[src/rtl/clock_key_ctrl.sv]
// Key-driven control for a clock with time and alarm editing.
// Ports:
//   clk, rst           - clock and synchronous active-high reset
//   key[4:0]           - raw keys: [0] mode, [1] next, [2] inc, [3] dec, [4] confirm
//   key_power_data     - key enable; press events are discarded when low
//   cur_hh/mm/ss       - live time from the time counter
//   mode               - 0 RUN, 1 SET_TIME, 2 SET_ALARM
//   edit_field         - field under edit: 0 hh, 1 mm, 2 ss
//   edit_hh/mm/ss      - working values shown while editing
//   time_load          - one-cycle strobe loading edit_* into the time counter
//   alarm_hh/mm        - committed alarm time
//   alarm_edit_data    - high while editing the alarm
//   blink              - blink for the edited field, low in RUN
module clock_key_ctrl #(
    parameter int unsigned DEB_CYCLES     = 2000000,
    parameter int unsigned TIMEOUT_CYCLES = 1000000000,
    parameter int unsigned BLINK_CYCLES   = 25000000
) (
    input  logic       clk,
    input  logic       rst,
    input  logic [4:0] key,
    input  logic       key_power_data,
    input  logic [4:0] cur_hh,
    input  logic [5:0] cur_mm,
    input  logic [5:0] cur_ss,
    output logic [1:0] mode,
    output logic [1:0] edit_field,
    output logic [4:0] edit_hh,
    output logic [5:0] edit_mm,
    output logic [5:0] edit_ss,
    output logic       time_load,
    output logic [4:0] alarm_hh,
    output logic [5:0] alarm_mm,
    output logic       alarm_edit_data,
    output logic       blink
);

    localparam int unsigned NUM_KEYS = 5;
    localparam int unsigned DEB_W    = (DEB_CYCLES > 1) ? $clog2(DEB_CYCLES) : 1;
    localparam int unsigned IDLE_W   = (TIMEOUT_CYCLES > 1) ? $clog2(TIMEOUT_CYCLES) : 1;
    localparam int unsigned BLK_W    = (BLINK_CYCLES > 1) ? $clog2(BLINK_CYCLES) : 1;

    typedef enum logic [1:0] {
        ST_RUN   = 2'd0,
        ST_TIME  = 2'd1,
        ST_ALARM = 2'd2,
        ST_LOAD  = 2'd3
    } state_t;

    // Wrapping +1/-1 on a field whose legal range is 0..max_v.
    function automatic logic [5:0] step_wrap(input logic [5:0] v, input logic [5:0] max_v,
                                             input logic up);
        logic [5:0] r;
        if (up) r = (v >= max_v) ? 6'd0 : v + 6'd1;
        else    r = ((v == 6'd0) || (v > max_v)) ? max_v : v - 6'd1;
        return r;
    endfunction

    logic [NUM_KEYS-1:0] sync1, sync2;
    logic [NUM_KEYS-1:0] deb_lvl, deb_lvl_d, armed;
    logic [DEB_W-1:0]    deb_cnt [NUM_KEYS];
    logic [NUM_KEYS-1:0] press_c;
    logic ev_mode, ev_conf, ev_next, ev_inc, ev_dec;

    state_t             state, state_nxt;
    logic [1:0]         field_nxt, mode_nxt;
    logic [4:0]         hh_nxt, alarm_hh_nxt;
    logic [5:0]         mm_nxt, ss_nxt, alarm_mm_nxt;
    logic               load_nxt, aed_nxt, blink_nxt;
    logic [IDLE_W-1:0]  idle_cnt, idle_nxt;
    logic [BLK_W-1:0]   blink_cnt, blink_cnt_nxt;
    logic               entry, adjust, timeout;

    // Two-flop synchronizer; deliberately unreset so a key held through reset stays visible.
    always_ff @(posedge clk) begin
        sync1 <= key;
        sync2 <= sync1;
    end

    // Per-key debounce; a key is armed only once it has been seen released after reset.
    always_ff @(posedge clk) begin
        if (rst) begin
            deb_lvl   <= '0;
            deb_lvl_d <= '0;
            armed     <= '0;
            for (int i = 0; i < NUM_KEYS; i++) deb_cnt[i] <= '0;
        end else begin
            deb_lvl_d <= deb_lvl;
            for (int i = 0; i < NUM_KEYS; i++) begin
                if (sync2[i] == deb_lvl[i]) begin
                    deb_cnt[i] <= '0;
                end else if (deb_cnt[i] == DEB_W'(DEB_CYCLES - 1)) begin
                    deb_lvl[i] <= sync2[i];
                    deb_cnt[i] <= '0;
                end else begin
                    deb_cnt[i] <= deb_cnt[i] + DEB_W'(1);
                end
                if (!deb_lvl[i] && !sync2[i]) armed[i] <= 1'b1;
            end
        end
    end

    // Rising edge of the debounced level, gated by enable; priority mode > confirm > next > inc > dec.
    assign press_c = deb_lvl & ~deb_lvl_d & armed & {NUM_KEYS{key_power_data}};
    assign ev_mode = press_c[0];
    assign ev_conf = press_c[4] & ~press_c[0];
    assign ev_next = press_c[1] & ~press_c[0] & ~press_c[4];
    assign ev_inc  = press_c[2] & ~press_c[0] & ~press_c[4] & ~press_c[1];
    assign ev_dec  = press_c[3] & ~press_c[0] & ~press_c[4] & ~press_c[1] & ~press_c[2];

    // State and datapath registers.
    always_ff @(posedge clk) begin
        if (rst) begin
            state           <= ST_RUN;
            mode            <= 2'd0;
            edit_field      <= 2'd0;
            edit_hh         <= 5'd0;
            edit_mm         <= 6'd0;
            edit_ss         <= 6'd0;
            time_load       <= 1'b0;
            alarm_hh        <= 5'd7;
            alarm_mm        <= 6'd0;
            alarm_edit_data <= 1'b0;
            blink           <= 1'b0;
            idle_cnt        <= '0;
            blink_cnt       <= '0;
        end else begin
            state           <= state_nxt;
            mode            <= mode_nxt;
            edit_field      <= field_nxt;
            edit_hh         <= hh_nxt;
            edit_mm         <= mm_nxt;
            edit_ss         <= ss_nxt;
            time_load       <= load_nxt;
            alarm_hh        <= alarm_hh_nxt;
            alarm_mm        <= alarm_mm_nxt;
            alarm_edit_data <= aed_nxt;
            blink           <= blink_nxt;
            idle_cnt        <= idle_nxt;
            blink_cnt       <= blink_cnt_nxt;
        end
    end

    // Next-state and output logic.
    always_comb begin
        state_nxt     = state;
        field_nxt     = edit_field;
        hh_nxt        = edit_hh;
        mm_nxt        = edit_mm;
        ss_nxt        = edit_ss;
        alarm_hh_nxt  = alarm_hh;
        alarm_mm_nxt  = alarm_mm;
        load_nxt      = 1'b0;
        entry         = 1'b0;
        adjust        = 1'b0;
        idle_nxt      = idle_cnt;
        blink_nxt     = blink;
        blink_cnt_nxt = blink_cnt;
        timeout       = (idle_cnt == IDLE_W'(TIMEOUT_CYCLES - 1));

        case (state)
            ST_RUN: begin
                if (ev_mode) begin
                    state_nxt = ST_TIME;
                    field_nxt = 2'd0;
                    entry     = 1'b1;
                end
            end
            ST_TIME: begin
                if (ev_mode) begin
                    state_nxt = ST_ALARM;
                    hh_nxt    = alarm_hh;
                    mm_nxt    = alarm_mm;
                    ss_nxt    = 6'd0;
                    field_nxt = 2'd0;
                    entry     = 1'b1;
                end else if (ev_conf) begin
                    // Hold edit_* for the strobe cycle, then drop to RUN.
                    state_nxt = ST_LOAD;
                    load_nxt  = 1'b1;
                end else if (ev_next) begin
                    field_nxt = (edit_field == 2'd2) ? 2'd0 : edit_field + 2'd1;
                end else if (ev_inc || ev_dec) begin
                    adjust = 1'b1;
                end else if (timeout) begin
                    state_nxt = ST_RUN;
                end
            end
            ST_ALARM: begin
                if (ev_mode) begin
                    state_nxt = ST_RUN;
                end else if (ev_conf) begin
                    alarm_hh_nxt = edit_hh;
                    alarm_mm_nxt = edit_mm;
                    state_nxt    = ST_RUN;
                end else if (ev_next) begin
                    field_nxt = (edit_field == 2'd0) ? 2'd1 : 2'd0;
                end else if (ev_inc || ev_dec) begin
                    adjust = 1'b1;
                end else if (timeout) begin
                    state_nxt = ST_RUN;
                end
            end
            default: state_nxt = ST_RUN;
        endcase

        if (adjust) begin
            case (edit_field)
                2'd0:    hh_nxt = 5'(step_wrap(6'(edit_hh), 6'd23, ev_inc));
                2'd1:    mm_nxt = step_wrap(edit_mm, 6'd59, ev_inc);
                default: ss_nxt = step_wrap(edit_ss, 6'd59, ev_inc);
            endcase
        end

        // RUN follows the live time; this also covers entry into SET_TIME.
        if (state_nxt == ST_RUN || (state == ST_RUN && entry)) begin
            hh_nxt = cur_hh;
            mm_nxt = cur_mm;
            ss_nxt = cur_ss;
        end
        if (state_nxt == ST_RUN) field_nxt = 2'd0;

        if (state_nxt == ST_RUN || entry || (|press_c)) idle_nxt = '0;
        else                                            idle_nxt = idle_cnt + IDLE_W'(1);

        if (state_nxt == ST_RUN) begin
            blink_nxt     = 1'b0;
            blink_cnt_nxt = '0;
        end else if (entry || adjust) begin
            blink_nxt     = 1'b1;
            blink_cnt_nxt = '0;
        end else if (blink_cnt == BLK_W'(BLINK_CYCLES - 1)) begin
            blink_nxt     = ~blink;
            blink_cnt_nxt = '0;
        end else begin
            blink_cnt_nxt = blink_cnt + BLK_W'(1);
        end

        mode_nxt = (state_nxt == ST_LOAD) ? 2'd1 : 2'(state_nxt);
        aed_nxt  = (state_nxt == ST_ALARM);
    end

endmodule

[config.mk]
export PLATFORM = sky130hd
export DESIGN_NAME = clock_key_ctrl
export DESIGN_NICKNAME = d
export VERILOG_FILES = /design/src/rtl/clock_key_ctrl.sv
export SDC_FILE = /design/constraint.sdc
export NUM_CORES = 1
export LEC_CHECK = 0
export CORE_MARGIN = 5
export CORE_UTILIZATION = 60
export DETAILED_ROUTE_END_ITERATION = 10
export PLACE_DENSITY = 0.86
export SLEW_MARGIN = 5
export SYNTH_ARGS = -nofsm -noshare
export SYNTH_HDL_FRONTEND = slang
export SYNTH_SLANG_ARGS = --single-unit
[constraint.sdc]
create_clock -name clk -period 3.3 [get_ports clk]
set_input_delay 0.33 -clock clk [delete_from_list [all_inputs] [get_ports clk]]
set_output_delay 0.33 -clock clk [all_outputs]
set_load 0.1 [all_outputs]
# Word-level counts from Yosys, hierarchy flattened
# Memories as Yosys holds them, arrays and structs flattened.
# Index checks and enable logic that the tools add are counted.
# op_classes
addsub,14
n_lt_le_gt_ge,6
n_eq_ne,24
mux,126
bitwise,40
reduce_logical,48
# ops
operator,count
two-way mux 21 bit,15
"adder 21 x 1 -> 21 bit, second input constant",5
"equality test 21 bit, second input constant",5
two-way mux 6 bit,16
two-way mux 1 bit,69
two-way mux 5 bit,8
two-way mux 2 bit,16
"adder 30 x 1 -> 30 bit, second input constant",1
"equality test 30 bit, second input constant",1
"adder 25 x 1 -> 25 bit, second input constant",1
"equality test 25 bit, second input constant",1
AND 5 bit,3
bitwise OR 1 bit,15
"adder 6 x 1 -> 6 bit, second input constant",2
"greater-or-equal comparator 6 bit, second input constant",2
"greater-than comparator 6 bit, second input constant",2
zero test 6 bit,2
case mux 2 bit (3 select lines),2
OR reduction 2 bit,6
"subtractor 6 x 1 -> 6 bit, second input constant",2
NOT 1 bit,11
AND 1 bit,10
zero test 1 bit,10
AND reduction 2 bit,5
22 further kinds,48
# totals
ff_bits,117
ram_bits,105
in_bits,25
out_inout_bits,35
wordCells,286
mem_count,1
# mem_list
memory,words,width,rd,rd_clocked_by_memory_dff,wr,line,source
deb_cnt,5,21,5,0,5,61,logic [DEB_W-1:0] deb_cnt [NUM_KEYS];

# Longest topological paths before layout
# Gate-level depths: netlist of the first run.
# logic_depth
word_depth,19
ltp_mapped,11
depth_no_buf,9

# Least setup slack after synthesis of the first run
# OpenSTA, ideal clock, no wires.
# synth_path
kind,register -> register
from,register edit_hh[0]
to,register edit_hh[2]
setup_ns,0.070
arrival_time_ns,2.551
t_required_ns,3.230
setup_slack_ns,0.679
stages_incl_launch_ff,10
path_buffers,0
period_less_slack_ns,2.621
cell_sequence,dfxtp_1 -> inv_1 -> ha_1 -> or4b_2 -> o311a_1 -> nand2_1 -> nor2_1 -> o311ai_0 -> nand3_1 -> a21oi_1
# synth_between
elab_chain_cells,7
elab_cells_between_ends,12
cone_classes,add/sub: 2; order compare: 2; mux: 6; reduce/logical: 2
# synth_lines
element,line,source
start: declaration,28,"output logic [4:0] edit_hh,"
start signal: assignment,131,edit_hh <= hh_nxt;
greater-than comparator 5 bit or zero test 5 bit (tied branches),55,else r = ((v == 6'd0) || (v > max_v)) ? max_v : v - 6'd1;
logical OR 1 bit,55,
two-way mux 5 bit,55,
two-way mux 5 bit *,54,if (up) r = (v >= max_v) ? 6'd0 : v + 6'd1;
two-way mux 5 bit *,208,case (edit_field)
two-way mux 5 bit *,207,if (adjust) begin
two-way mux 5 bit *,216,if (state_nxt == ST_RUN || (state == ST_RUN && entry)) begin
# Every way passes the cells marked *; elsewhere a longest branch is shown, timed or not.
# A chain may end at the register's enable or synchronous reset.

# Worst setup path in the final report of the first run
# layout_path
from,register idle_cnt[0]
to,register blink_cnt[2]
# layout_between
elab_chain_cells,9
elab_cells_between_ends,11
cone_classes,eq/ne: 1; mux: 8; reduce/logical: 2
# layout_lines
element,line,source
start: declaration,70,"logic [IDLE_W-1:0] idle_cnt, idle_nxt;"
start signal: assignment,139,idle_cnt <= idle_nxt;
equality test 30 bit *,159,timeout = (idle_cnt == IDLE_W'(TIMEOUT_CYCLES - 1));
two-way mux 2 bit *,"185, 200",
two-way mux 2 bit *,183,end else if (ev_inc || ev_dec) begin
two-way mux 2 bit *,196,end else if (ev_next) begin
"two-way mux 2 bit, on equally long branches","192, 177",
"two-way mux 2 bit, on equally long branches","190, 170",
case mux 2 bit (3 select lines) *,161,case (state)
zero test 2 bit *,226,if (state_nxt == ST_RUN) begin
OR reduction 4 bit (no source line) *,--,
end signal: assignment,140,blink_cnt <= blink_cnt_nxt;
end: declaration,71,"logic [BLK_W-1:0] blink_cnt, blink_cnt_nxt;"
# Marked as above.

==> flow_summary.json, run 1 <==
{
  "status": "complete, no violations",
  "io_pins": 60,
  "hold_violations": 0,
  "tns_ns": 0,
  "fp.dieW_um": 147.9,
  "grt_pass1_wl_um": 38860,
  "critPathKind": "register to register",
  "synth_warnings": 0,
  "cts.clk_slew.worst_paths_ns": 0.06,
  "htreeDepth": 1,
  "yosys.area_share.simple_pct": 26.65,
  "min_to": "sync1[2]$_DFF_P_",
  "synth.cell_area_um2": 11410,
  "cp.arrival_ns": 3.19,
  "holdBufCountCts": 0,
  "synth-edff-count": 105,
  "critPathTopFamily": "simple AND/OR/NAND/NOR gates",
  "yosysUniqueCellTypes": 64,
  "post_cts_buffers": 0,
  "cp_slowest_cell": "or4_4",
  "power.switching_uw": 1403,
  "slowest_delay_ns": 0.55,
  "grt_pass1_vias": 8693,
  "hold_path.startpoint": "key[2]",
  "drt-wirelength-per-cell_um": 14.05,
  "rows": 50,
  "ir_drop_uv": 372.0,
  "grt_setup_unrepaired": "false",
  "worstPathRequired_ns": 3.68,
  "rr_endpoint": "blink_cnt[2]$_SDFF_PP0_",
  "numCtsBuffers": 24,
  "post_route_cells_drive_above_1_share_pct": 6.340,
  "fin_skew_ns": 0.006865,
  "synthAdderAreaFrac_pct": 2.741,
  "mostFrequentLayoutCell": "nor2_1",
  "globalRouteOverflowTotal": 0,
  "via_count": 8925,
  "start_util_pct": 61.01,
  "postRouteAntennaNets": 0,
  "setup_viol": 0,
  "hold_class": "input pin to register",
  "track_usage_pct": 20.55,
  "end_kind": "register",
  "clockPowerShare_pct": 43.0,
  "wl_um": 22800,
  "clock.fmax_mhz": 356.9,
  "fin_nets": 1420,
  "final_cell_mix": "nor2_1, dfxtp_1, edfxtp_1, conb_1, nand2_1",
  "area_growth_pct": 17.05,
  "hold_depth": 1,
  "synth_top_family_by_area": "simple AND/OR/NAND/NOR gates",
  "synth_compound_area_share_pct": 7.269,
  "avgViaCountPerCell": 5.499,
  "utilization_pct": 71.41,
  "path_cells": "ha_1, and4_1, nand3_1, or4_4, o21ai_2, a211o_4, or3b_2, buf_12, nor2_1",
  "drv_slew": 0,
  "intPower_uw": 4710,
  "grt_max_degree": 54,
  "seqPwrFrac_pct": 50.6,
  "avgSynthCellArea_um2": 9.393,
  "synth-xor-area-share_pct": 11.51,
  "worst_r2r_path_depth": 9,
  "cp.depth": 9,
  "netlist_instances": 1215,
  "maxSlewHeadroom_pct": 33.67,
  "synthArstFlopShare_pct": 0,
  "dr.pass1.iters": 5,
  "path_max_fanout": 25,
  "leakagePower_uw": 0.004769,
  "seq_area_um2": 5495,
  "dp_hpwl_um": 15700,
  "drc_errors": 0,
  "antenna_found_initial": 1,
  "clk-insertion-delay-late_ns": 0.51,
  "r2r_slack_ns": 0.50,
  "synth-seq-area-share_pct": 48.15,
  "combinationalPowerShare_pct": 6.3,
  "io_buffers": 59,
  "cts_root_buffer": "clkbuf_16",
  "die_h_um": 147.9,
  "multi_input_area_um2": 5963,
  "core_um2": 18710,
  "cellPowerDensity_nw_per_um2": 457.6,
  "worst_pin_slew_ns": 0.9919,
  "synth-main-ff-cell": "dfxtp_1",
  "maxCapViolations": 0,
  "ctsResizeCount": 0,
  "r2r-start": "idle_cnt[0]$_SDFF_PP0_",
  "swShare_pct": 22.96,
  "gp_congestion": 0.8483,
  "drt_iter0_drc": 504,
  "fp.dieArea_um2": 21880,
  "synth.mux.area_fraction_pct": 0.5263,
  "synth-seq-cells": 222,
  "cts_tree": "built",
  "period_needed_ns": 2.802,
  "clock_path_buffers": 3,
  "fillers": 1401,
  "worst-path-buf-inv": 1,
  "worstSetupStartpointType": "register",
  "post-route-period-util_pct": 84.90,
  "clock_sinks": 222
}
worst reg2reg max path, cell delays in order, from the launching register on:
cell,delay [ns]
dfxtp_1,0.38
ha_1,0.23
and4_1,0.31
nand3_1,0.23
or4_4,0.55
o21ai_2,0.28
a211o_4,0.20
or3b_2,0.14
buf_12,0.25
nor2_1,0.10
synthesized netlist by cell type (8+ instances only):
| master | n | share of area, % |
|---|---|---|
| nor2_1 | 234 | 7.7 |
| dfxtp_1 | 117 | 21 |
| edfxtp_1 | 105 | 28 |
| nand2_1 | 97 | 3.2 |
| xor2_1 | 96 | 7.4 |
| nand3_1 | 84 | 3.7 |
| xnor2_1 | 54 | 4.1 |
| inv_1 | 37 | 1.2 |
| a21oi_1 | 33 | 1.4 |
| o21ai_0 | 32 | 1.4 |
| clkbuf_1 | 31 | 1.0 |
| and3_1 | 29 | 1.6 |
| nand4_1 | 29 | 1.6 |
| ha_1 | 25 | 2.7 |
| nor3_1 | 23 | 1.0 |
| nor2_4 | 18 | 1.8 |
| and4_1 | 14 | 1.1 |
| a211oi_1 | 13 | 0.86 |
| nor4_1 | 11 | 0.60 |
| or3_1 | 9 | 0.49 |
| nand4b_1 | 8 | 0.61 |
| o211ai_1 | 8 | 0.53 |
area by class of cell:
cell class / count / area share, %
Inverter: 37 / 1.040
Timing Repair Buffer: 68 / 5.039
Clock buffer: 33 / 5.302
Antenna cell: 1 / 0.01873
Tap cell: 234 / 2.192
Clock inverter: 11 / 0.6276
Sequential cell: 222 / 41.14
Multi-Input combinational cell: 1017 / 44.64
power groups by stage:
| stage | Combinational [µW] | Clock (µW) | Sequential (µW) |
|---|---|---|---|
| final | 387 | 2630 | 3100 |
| after global routing | 427 | 2830 | 3110 |
| after CTS | 384 | 2700 | 3090 |
| after detailed placement | 380 | 0 | 3150 |
| after global placement | 373 | 0 | 3140 |
| after floorplan | 225 | 0 | 3190 |
how the worst max path moves through the flow:
stage                                 startpoint                       end  slack (ns)
after global routing      idle_cnt[0]$_SDFF_PP0_   blink_cnt[2]$_SDFF_PP0_        0.33
after floorplan            edit_hh[0]$_SDFF_PP0_     edit_hh[2]$_SDFF_PP0_        0.68
after CTS                 idle_cnt[0]$_SDFF_PP0_   blink_cnt[2]$_SDFF_PP0_        0.50
final                     idle_cnt[0]$_SDFF_PP0_   blink_cnt[2]$_SDFF_PP0_        0.50
after detailed placement          key_power_data   blink_cnt[4]$_SDFF_PP0_        0.21
after global placement            key_power_data  blink_cnt[24]$_SDFF_PP0_        0.26
through the flow:
| step | total power (µW) | cells | hold slack, ns | setup slack [ns] | area, µm² |
|---|---|---|---|---|---|
| floorplan | 3416 | 1319 | 0.3096 | 0.6790 | 11800 |
| global placement | 3518 | 1578 | 0.3151 | 0.2642 | 12560 |
| detailed placement | 3531 | 1578 | 0.3185 | 0.2099 | 12560 |
| CTS | 6173 | 1622 | 0.2462 | 0.4978 | 13360 |
| global route | 6361 | 1623 | 0.2407 | 0.3328 | 13360 |
| finish | 6113 | 1623 | 0.2612 | 0.4982 | 13360 |
layer usage:
metal | part of all wire (%) | GRT usage [%] | vias to the layer above | wire length, µm
met4 | 2.4 | 6.420 | 0 | 537
met2 | 47 | 34.99 | 254 | 10790
met5 | 0 | 0 | - | 0
li1 | - | - | 4466 | -
met1 | 44 | 26.87 | 4162 | 10130
met3 | 5.9 | 3.648 | 43 | 1345
flip-flops by register name (all words and copies together) (netlist names), 5 cells and up:
signal / cells
edit_mm: 6
alarm_hh: 5
sync2: 5
armed: 5
edit_hh: 5
edit_ss: 6
sync1: 5
blink_cnt: 25
deb_lvl_d: 5
alarm_mm: 6
deb_lvl: 5
deb_cnt: 105
idle_cnt: 30
cells by family after synthesis:
kind of cell	Yosys count
mux	6
compound gates	127
buf+inv	80
xor+xnor	150
simple gates	604
fa+ha+maj	25
flops	222
other cells	1
No activity file was read; power rests on OpenSTA's default activity.
==> run 2: changes to the inputs <==
==> constraint.sdc (replaced) <==
create_clock -name clk -period 2.7 [get_ports clk]
set_input_delay 0.27 -clock clk [delete_from_list [all_inputs] [get_ports clk]]
set_output_delay 0.27 -clock clk [all_outputs]
set_load 0.1 [all_outputs]
==> run 2 against run 1 <==
  * Register-to-register slack got worse by 0.42 ns
  * Clock skew up 0.0024 ns
  * First-iteration DRC count increased by 20%
  * Count of clock-buffer cells in the layout rose by 3
  * Flip-flop and latch count did not move
  * Sequential power rose by 22%
  * Worst hold slack worse by 0.058 ns
  * Combinational power rose by 26%
  * Worst setup slack lost 0.42 ns
==> flow_summary.json, run 2 (synthesized netlist as in run 1, its figures left out) <==
{
  "holdBufCountCts": 0,
  "fp.dieArea_um2": 21880,
  "fp.dieW_um": 147.9,
  "reg_top3": "deb_cnt: 105 flops, idle_cnt: 30 flops, blink_cnt: 25 flops",
  "setup_viol": 0,
  "dpl.cell_count": 1599,
  "tns_ns": 0,
  "via_count": 9123,
  "fin_skew_ns": 0.009291,
  "status": "complete, no violations",
  "clock.fmax_mhz": 381.6,
  "final_cell_mix": "nor2_1, dfxtp_1, edfxtp_1, conb_1, nand2_1",
  "dp_hpwl_um": 16440,
  "utilization_pct": 72.59,
  "grt_pass1_vias": 8883,
  "clock_path_buffers": 3,
  "seqPwrFrac_pct": 48.7,
  "combinationalPowerShare_pct": 6.3,
  "cts_root_buffer": "clkbuf_16",
  "r2r_slack_ns": 0.08,
  "end_kind": "register",
  "worstPathRequired_ns": 3.10,
  "antennaDiodeCount": 0,
  "post_route_cells_drive_above_1_share_pct": 10.43,
  "hold_class": "input pin to register",
  "grt_pass1_wl_um": 40040,
  "numCtsBuffers": 24,
  "cts.clk_slew.worst_paths_ns": 0.06,
  "placed_area_um2": 12660,
  "postRouteAntennaNets": 0,
  "power.switching_uw": 1742,
  "avgViaCountPerCell": 5.549,
  "drt-wirelength-per-cell_um": 14.54,
  "intPower_uw": 6001,
  "drc_errors": 0,
  "worst_r2r_path_depth": 8,
  "worstSetupStartpointType": "register",
  "cellPowerDensity_nw_per_um2": 570.3,
  "fin_cells": 1644,
  "grt_max_degree": 35,
  "clk-insertion-delay-late_ns": 0.51,
  "start_util_pct": 61.01,
  "largest_register_ffs": 105,
  "design_area_um2": 13580,
  "crit_end": "blink_cnt[17]$_SDFF_PP0_",
  "crit_start": "idle_cnt[14]$_SDFF_PP0_",
  "fin_ws_ns": 0.07921,
  "die_h_um": 147.9,
  "pre_cts_ws_ns": -0.2815,
  "grt_setup_unrepaired": "false",
  "clockPowerShare_pct": 44.9,
  "maxSlewHeadroom_pct": 63.31,
  "core_um2": 18710,
  "swShare_pct": 22.50,
  "period_needed_ns": 2.621,
  "dr.pass1.iters": 5,
  "io_buffers": 59,
  "cp.arrival_ns": 3.02,
  "maxCapViolations": 0,
  "htreeDepth": 1,
  "path_max_fanout": 12,
  "post-route-period-util_pct": 97.07,
  "critPathKind": "register to register",
  "regMostFlops": "deb_cnt",
  "track_usage_pct": 21.32,
  "rows": 50,
  "rr_endpoint": "blink_cnt[17]$_SDFF_PP0_",
  "antenna_found_initial": 0,
  "wl_um": 23900,
  "fin_nets": 1442,
  "io_pins": 60,
  "drt_iter0_drc": 607,
  "ir_drop_uv": 463.0,
  "area_growth_pct": 18.98,
  "clock_sinks": 222,
  "gp_congestion": 0.9005,
  "r2r-start": "idle_cnt[14]$_SDFF_PP0_",
  "cts_tree": "built",
  "globalRouteOverflowTotal": 0,
  "leakagePower_uw": 0.004985,
  "mostFrequentLayoutCell": "nor2_1",
  "hold_violations": 0,
  "worst_pin_slew_ns": 0.5454,
  "drv_slew": 0
}
## run 2: final cells by class
class	instances	area, µm²
fill	1343	5127
inverter	37	138.9
sequential	222	5497
clock buffer	36	773.2
timing repair buffer	90	798.3
clock inverter	8	90.09
tap	234	292.8
multi-input combinational	1017	5988
## run 2: power by group through the flow
stage	Combinational, µW	Clock [µW]	Sequential (µW)
finish	489	3480	3770
global route	539	3710	3790
CTS	484	3550	3770
detailed placement	479	0	3840
global placement	467	0	3830
floorplan	275	0	3900
## run 2: critical path, cell delays in order, from the launching register on
cell and delay, ns:
dfxtp_1 0.37, and2_1 0.22, or4b_1 0.51, or4_4 0.46, o21ai_2 0.27, a211o_4 0.20, or3b_2 0.19, clkbuf_16 0.23
nor2_4 0.05
## run 2: layer usage
metal	wire, µm	vias to the layer above	track usage, %
met5	0	-	0
met4	513	0	6.374
met3	1583	44	3.219
met2	11760	276	38.04
met1	10040	4291	26.88
li1	-	4512	-
## run 2: worst min path at each step
| stage | from | endpoint | slack, ns | depth (start not counted) |
|---|---|---|---|---|
| finish | key[0] | sync1[0]$_DFF_P_ | 0.20 | 1 |
| global route | key[1] | sync1[1]$_DFF_P_ | 0.19 | 1 |
| CTS | key[0] | sync1[0]$_DFF_P_ | 0.19 | 1 |
| detailed placement | sync1[1]$_DFF_P_ | sync2[1]$_DFF_P_ | 0.32 | 0 |
| global placement | sync1[1]$_DFF_P_ | sync2[1]$_DFF_P_ | 0.31 | 0 |
| floorplan | key[0] | sync1[0]$_DFF_P_ | 0.30 | 0 |
## run 2: stage by stage
stage / total power (µW) / hold WS [ns]
after floorplan: 4175 / 0.2977
after global placement: 4302 / 0.3139
after detailed placement: 4321 / 0.3189
after CTS: 7802 / 0.1882
after global routing: 8039 / 0.1860
final: 7743 / 0.2032
## run 2: timing repair
| item | in CTS | in global routing |
|---|---|---|
| gates resized for setup | 1 | 4 |
| cloned | 0 | 1 |
| setup buffers | 0 | 0 |
| setup endpoints to repair | 1 | 25 |
| pin swaps | 0 | 1 |
